<file path="src/rtl/ahb_resp_mux.sv">
// ahb_resp_mux: AHB data-phase return mux with a built-in two-cycle ERROR default slave
module ahb_resp_mux #(
  parameter int DATA_WIDTH = 32,
  parameter int RESP_WIDTH = 2
) (
  input  logic                  HCLK,
  input  logic                  HRESET,
  input  logic                  HSEL_SRAM,
  input  logic                  HSEL_SPLIT,
  input  logic                  HSEL_DEFAULT,
  input  logic [DATA_WIDTH-1:0] HRDATA_SRAM,
  input  logic                  HREADYOUT_SRAM,
  input  logic [RESP_WIDTH-1:0] HRESP_SRAM,
  input  logic [DATA_WIDTH-1:0] HRDATA_SPLIT,
  input  logic                  HREADYOUT_SPLIT,
  input  logic [RESP_WIDTH-1:0] HRESP_SPLIT,
  output logic [DATA_WIDTH-1:0] HRDATA,
  output logic                  HREADY,
  output logic [RESP_WIDTH-1:0] HRESP,
  output logic [1:0]            dphase_id
);
  localparam logic [1:0] ID_NONE = 2'd0, SRAM_SLAVE = 2'd1, SPLIT_SLAVE = 2'd2, DEFAULT_SLAVE = 2'd3;
  localparam logic [RESP_WIDTH-1:0] OKAY = '0, ERROR = RESP_WIDTH'(1);
  typedef enum logic [1:0] {DS_IDLE, DS_ERR1, DS_ERR2} ds_t;
  ds_t state, state_nxt;
  logic [1:0] sel_id;
  logic cap_default, ds_ready;
  logic [RESP_WIDTH-1:0] ds_resp;
  // priority-encode the address-phase selects (SRAM > SPLIT > DEFAULT)
  always_comb sel_id = HSEL_SRAM ? SRAM_SLAVE : HSEL_SPLIT ? SPLIT_SLAVE : HSEL_DEFAULT ? DEFAULT_SLAVE : ID_NONE;
  assign cap_default = HREADY && sel_id == DEFAULT_SLAVE;
  // data-phase owner advances only when the current transfer completes
  always_ff @(posedge HCLK)
    if (HRESET) dphase_id <= ID_NONE;
    else if (HREADY) dphase_id <= sel_id;
  // default-slave state register
  always_ff @(posedge HCLK) state <= HRESET ? DS_IDLE : state_nxt;
  // default-slave next state: ERR1 always continues to ERR2, a new capture restarts the pair
  always_comb state_nxt = state == DS_ERR1 ? DS_ERR2 : cap_default ? DS_ERR1 : DS_IDLE;
  // default-slave outputs: wait+ERROR, then ready+ERROR
  always_comb begin
    ds_ready = state != DS_ERR1;
    ds_resp  = state == DS_IDLE ? OKAY : ERROR;
  end
  // return-path mux driven by the registered data-phase owner
  always_comb begin
    HRDATA = dphase_id == SRAM_SLAVE ? HRDATA_SRAM : dphase_id == SPLIT_SLAVE ? HRDATA_SPLIT : '0;
    HREADY = dphase_id == SRAM_SLAVE ? HREADYOUT_SRAM : dphase_id == SPLIT_SLAVE ? HREADYOUT_SPLIT :
             dphase_id == DEFAULT_SLAVE ? ds_ready : 1'b1;
    HRESP  = dphase_id == SRAM_SLAVE ? HRESP_SRAM : dphase_id == SPLIT_SLAVE ? HRESP_SPLIT :
             dphase_id == DEFAULT_SLAVE ? ds_resp : OKAY;
  end
  // more than one select high at once is a decoder protocol error
  always_ff @(posedge HCLK)
    if (!HRESET) assert ($onehot0({HSEL_SRAM, HSEL_SPLIT, HSEL_DEFAULT})) else $error("multiple HSEL_* asserted");
endmodule
</file>
<file path="config.mk">
export PLATFORM = sky130hd
export DESIGN_NAME = ahb_resp_mux
export DESIGN_NICKNAME = d
export VERILOG_FILES = /design/src/rtl/ahb_resp_mux.sv
export SDC_FILE = /design/constraint.sdc
export NUM_CORES = 1
export LEC_CHECK = 0
export ABC_CLOCK_PERIOD_IN_PS = 1500
export BUFFER_PORTS_ARGS = -buffer_cell sky130_fd_sc_hd__buf_2
export CAP_MARGIN = 20
export CORE_UTILIZATION = 26
export DETAILED_ROUTE_END_ITERATION = 10
export GPL_TIMING_DRIVEN = 1
export PLACE_DENSITY = 0.82
export SYNTH_ARGS = -nofsm -noshare
export SYNTH_HDL_FRONTEND = slang
export SYNTH_SLANG_ARGS = --single-unit
export TNS_END_PERCENT = 100
</file>
<file path="constraint.sdc">
create_clock -name HCLK -period 1.5 [get_ports HCLK]
set_clock_uncertainty 0.15 [all_clocks]
set_input_delay 0.3 -clock HCLK [delete_from_list [all_inputs] [get_ports HCLK]]
set_output_delay 0.3 -clock HCLK [all_outputs]
set_load 0.05 [all_outputs]
</file>
==> out/metrics.cfg, run 1 <==
[critical_path]
reg2reg_depth = 5
crit_slowest_cell = dfxtp_4
reg2reg_slack_ps = 100
path_buf_inv = 2
worstSetupStartpointType = flip-flop
critPathMaxFanout = 19
max_stage_delay_ps = 370
crit_path_end_kind = primary output
crit_chain = nor2b_4 > buf_12 > a22o_2 > buf_8
r2r_end = state[0]$_SDFF_PP0_
timing.rr.start = dphase_id[1]$_SDFFE_PP0P_
crit_type = reg2out
path_depth = 4
arrival_ps = 1350
crit_family = flip-flops
crit_required_ps = 1050

[finish]
n_antenna_cell = 0
drive_gt1_share_pct = 90.7
final_cell_count_no_fill = 210
syn_to_final_growth_pct = 204
layout_common_cells = 76 x buf_2, 32 x buf_8, 31 x a22o_4, 5 x nor2_1
layout.nets = 259
final_common_cell = buf_2

[clock_network]
cts.path.max_buffers = 2
cts_root_buf = clkbuf_4
clk_pin_slew_ps = 40
cts_made_buffers = 3
cts_tree = done
clock-sinks = 4
clk-insertion-delay-late_ps = 240
htree_levels = 1
hold_buffers = 0

[routing]
wl_per_cell_um = 15.8
drtIter0Drc = 7
wl_met2_um = 1870
viasPerCell = 5.09
drc_errors = 0
wl_um = 3330
drtAntennaViolNets = 0
drtPass1Iterations = 4
num_vias = 1068
dr.max_layer_used = met4
wl_met3_um = 251
m1WireLength_um = 1100

[logic_synthesis]
synth_top_cell_area_share_pct = 40.8
synth_fa_ha_area_share_pct = 0
synth_compound_area_share_pct = 61.0
synth_area_leader_cell = a22o_1
ys_seq_elements = 4
synthTopCellsByArea = a22o_1 41%, dfxtp_1 13%, buf_8 7.2%
synth_top_family_by_area = compound AO/OA/AOI/OAI gates
synth_xor_area_share_pct = 0
ys_warn_count = 0
ys_types = 21
synth.area.mux_share_pct = 0
syn_area_um2 = 623
syn-num-nets = 143
synthCells = 68
syn_avg_cell_area_um2 = 9.16
synthSimpleGateAreaFrac_pct = 11.4
ys_seq_area_share_pct = 12.9

[sta]
fmaxAchievable_mhz = 554
finalCritPeriodShare_pct = 120
worst_slew_pin_slew_ps = 245
rsz0062_at_grt = yes
setup_tns_ps = -9600
setup_viol = 35
fin_ws_ps = -304
timing.final.hold_violations = 0
holdWs_ps = 127
drv_slew = 0
period_minus_slack_ps = 1800
slew_headroom_pct = 83.6

[die]
initial_core_util_pct = 27.9
die_w_um = 51.0
io_pins = 112
dieArea_mm2 = 0.00260
die_y_um = 51.0
fp-row-count = 17
design.core.area_mm2 = 0.00223

[worst_hold_path]
min_path_type = in2reg
holdCritStartpoint = HSEL_SRAM
min_to = state[0]$_SDFF_PP0_
min_delay_path_depth = 2

[pwr]
ir_worst_vdd_mv = 0.642
leakagePower_nw = 1.01
power.density_mw_per_mm2 = 685

[global_route]
grt_pass1_wl_um = 4830
grt_overflow = 0
antenna_found_initial = 0
grt_start_max_net_pins = 20
grt_pass1_vias = 1061
grtUsageTotal_pct = 25.0

[placed_design]
dp_cells = 206
hpwlAfterDp_um = 2270
dp_slack_ps = -152
place_congestion = 0.803
port_buffers = 111

[outcome]
status = finished, violations left
violations = negative setup slack

[flow_run]
cap_violations = 0

==> power breakdown <==
| part | total (mW) | internal [mW] | switching [mW] |
|---|---|---|---|
| Combinational | 1.04 | 0.490 | 0.555 |
| Clock | 0.132 | 0.0894 | 0.0427 |
| Sequential | 0.121 | 0.113 | 0.00845 |
| Total | 1.30 | 0.692 | 0.606 |
==> flip-flops by register name, summed over array words and instances, names as in the netlist <==
register and flops:
dphase_id 2, state 2
==> stage by stage <==
step | power [mW] | utilization, % | cell area (um^2)
2_1_floorplan | 0.747 | - | 927
3_3_place_gp | 0.942 | 68.3 | 1530
3_5_place_dp | 0.955 | 68.3 | 1530
4_1_cts | 1.30 | 84.7 | 1890
5_1_grt | 1.34 | 84.9 | 1900
6_report | 1.30 | 84.9 | 1900
==> layout make-up <==
type | count | area [um^2]
Inverter | 2 | 7.51
Tap cell | 28 | 35.0
Clock buffer | 3 | 22.5
Sequential cell | 4 | 87.6
Fill cell | 129 | 338
Multi-Input combinational cell | 54 | 738
Timing Repair Buffer | 119 | 1000
==> kinds of logic (layout without fill, tap and decap cells) <==
group	Yosys count	in the layout
AO/OA/AOI/OAI	42	42
AND/OR/NAND/NOR	12	12
buffers and inverters	10	124
flip-flops	4	4
==> per-layer routing <==
layer / vias to the layer above / track usage [%]
li1: 507 / -
met1: 487 / 23.4
met2: 64 / 49.6
met3: 10 / 4.17
met4: 0 / 14.4
met5: - / 0
==> cell usage after synthesis (all sizes together) <==
master,count
nor2,5
nand2,1
nor4b,1
inv,2
a21oi,3
o31a,1
nor2b,3
o2bb2ai,1
dfxtp,4
a21bo,2
nand2b,1
o21ai,1
nand4b,1
buf,8
a22o,34
==> timing repair <==
action	in CTS	in global routing
setup endpoints to repair	35	35
buffers inserted	1	0
cloned	0	0
gates resized for setup	101	1
==> how the worst max path moves through the flow <==
stage | start | to
global route | dphase_id[1]$_SDFFE_PP0P_ | HRDATA[30]
floorplan | dphase_id[1]$_SDFFE_PP0P_ | HREADY
global placement | dphase_id[1]$_SDFFE_PP0P_ | HRDATA[30]
detailed placement | dphase_id[1]$_SDFFE_PP0P_ | HRESP[1]
CTS | dphase_id[1]$_SDFFE_PP0P_ | HRESP[1]
finish | dphase_id[1]$_SDFFE_PP0P_ | HRESP[1]
(Power assumes the default switching activity.)
==> run 2: changes to the inputs <==
==> constraint.sdc (replaced) <==
create_clock -name HCLK -period 1.5 [get_ports HCLK]
set_clock_uncertainty 0.15 [all_clocks]
set_input_delay 0 -clock HCLK [delete_from_list [all_inputs] [get_ports HCLK]]
set_output_delay 0 -clock HCLK [all_outputs]
set_load 0.05 [all_outputs]
==> run 2 against run 1 <==
The run still ends with negative setup slack left. Critical path depth stayed put. Total power is 12% lower. First-iteration DRC count is 57% higher. Clock power is 3% higher. Via count stayed put. Sequential power hardly changed. Cell count is 1.9% higher. Sequential cell count stayed put. Worst hold slack better by 28 ps. Final area is 16% lower. Register-to-register slack better by 90 ps. Critical path type unchanged. Utilization is 14 points lower.
==> out/metrics.cfg, run 2 (synthesized netlist as in run 1, its figures left out) <==
[sta]
finalCritPeriodShare_pct = 100
worst_slew_pin_slew_ps = 257
timing.final.hold_violations = 0
fin_ws_ps = -5.35
holdWs_ps = 155
setup_viol = 1
fmaxAchievable_mhz = 664
period_minus_slack_ps = 1510
setup_tns_ps = -5.35
slew_headroom_pct = 82.8
drv_slew = 0
rsz0062_at_grt = yes

[pwr]
p_int_mw = 0.579
power_mw = 1.14
seq_power_share_pct = 10.7
ir_worst_vdd_mv = 0.615
leakagePower_nw = 0.847
switching_power_mw = 0.557
netSwitchingFraction_pct = 49.0
combPwrFrac_pct = 77.3
pwr-share-clk_pct = 12.0
power.density_mw_per_mm2 = 715

[finish]
syn_to_final_growth_pct = 155
drive_gt1_share_pct = 87.6
final_util_pct = 71.1
n_antenna_cell = 0
top_regs = dphase_id (2), state (2)
final_common_cell = buf_2
layout.nets = 263
layout_common_cells = 76 x buf_2, 36 x buf_6, 31 x a22o_2, 6 x dlygate4sd3_1, 4 x nor2_1
design_area_mm2 = 0.00159
final_cell_count_no_fill = 214

[routing]
drtAntennaViolNets = 0
drtPass1Iterations = 4
drc_errors = 0
wl_um = 3110
wl_per_cell_um = 14.5
viasPerCell = 4.99
drtIter0Drc = 11
num_vias = 1068

[global_route]
grt_start_max_net_pins = 25
grtUsageTotal_pct = 19.6
antenna_found_initial = 0
grt_overflow = 0
grt_pass1_vias = 915
grt_pass1_wl_um = 3770

[clock_network]
htree_levels = 1
cts.path.max_buffers = 2
clock-sinks = 4
clk_pin_slew_ps = 40
clk-insertion-delay-late_ps = 240
cts_root_buf = clkbuf_4
cts_tree = done
cts_made_buffers = 3

[placed_design]
port_buffers = 111
dp_cells = 204
place_congestion = 0.681
dp_slack_ps = 112
place_area_mm2 = 0.00125
hpwlAfterDp_um = 2050

[critical_path]
crit_required_ps = 1350
crit_path_end_kind = primary output
reg2reg_depth = 4
timing.rr.start = dphase_id[1]$_SDFFE_PP0P_
critPathMaxFanout = 23
crit_type = reg2out
arrival_ps = 1360
reg2reg_slack_ps = 190
worstSetupStartpointType = flip-flop
r2r_end = dphase_id[0]$_SDFFE_PP0P_

[die]
fp-row-count = 17
io_pins = 112
initial_core_util_pct = 27.9
die_y_um = 51.0
dieArea_mm2 = 0.00260
die_w_um = 51.0
design.core.area_mm2 = 0.00223

[worst_hold_path]
min_path_type = in2reg
min_to = dphase_id[1]$_SDFFE_PP0P_
holdCritStartpoint = HREADYOUT_SRAM
min_delay_path_depth = 4

[outcome]
violations = negative setup slack
status = finished, violations left

[flow_run]
cap_violations = 0

==> run 2: cell count changes in the layout (fill, tap and decap cells not counted), moves of 2 or more <==
cell / before / now
a22o_2: 3 / 31
a22o_4: 31 / 2
buf_12: 4 / 2
buf_4: 4 / 1
buf_6: 3 / 36
buf_8: 32 / 2
dlygate4sd3_1: 0 / 6
==> run 2: layout make-up <==
| type | instances | area, um^2 |
|---|---|---|
| clock buffers | 3 | 22.5 |
| fillers | 173 | 644 |
| inverters | 2 | 7.51 |
| multi-input cells | 54 | 515 |
| flip-flops and latches | 4 | 85.1 |
| well taps | 28 | 35.0 |
| repair buffers | 123 | 923 |
==> run 2: worst max-delay path by stage <==
| stage | start | end | slack (ps) |
|---|---|---|---|
| 2_1_floorplan | dphase_id[1]$_SDFFE_PP0P_ | HRESP[0] | -80 |
| 3_3_place_gp | dphase_id[0]$_SDFFE_PP0P_ | HRESP[0] | 140 |
| 3_5_place_dp | dphase_id[0]$_SDFFE_PP0P_ | HRDATA[25] | 110 |
| 4_1_cts | dphase_id[1]$_SDFFE_PP0P_ | HRDATA[22] | 1 |
| 5_1_grt | dphase_id[0]$_SDFFE_PP0P_ | HRDATA[6] | -60 |
| 6_report | dphase_id[0]$_SDFFE_PP0P_ | HRDATA[6] | -5 |
==> run 2: routing by layer <==
layer	wire length (um)	vias to the layer above	track usage [%]	part of all wire [%]
met5	0	-	0	0
met4	45	0	11.1	1.4
met3	248	4	3.87	8.0
met1	1050	492	18.9	34
met2	1760	57	37.7	57
li1	-	515	-	-
==> run 2: what timing repair did <==
action                     4_1_cts  5_1_grt
hold buffers                     6        0
gates resized for setup         41       39
setup endpoints to repair       35       36
hold endpoints to repair         4        0
setup buffers                    0        1
pin swaps                        0        1
==> run 2: power by group through the flow <==
stage / clock network, mW / logic, mW / registers [mW]
CTS: 0.139 / 0.790 / 0.121
finish: 0.136 / 0.877 / 0.122
global route: 0.150 / 0.910 / 0.123
floorplan: 0 / 0.510 / 0.138
global placement: 0 / 0.707 / 0.122
detailed placement: 0 / 0.712 / 0.122
==> run 2: critical path, stage by stage (launching register included) <==
cell and delay (ps):
dfxtp_4 400, nor2b_4 200, buf_12 170, a22o_2 170
buf_6 160
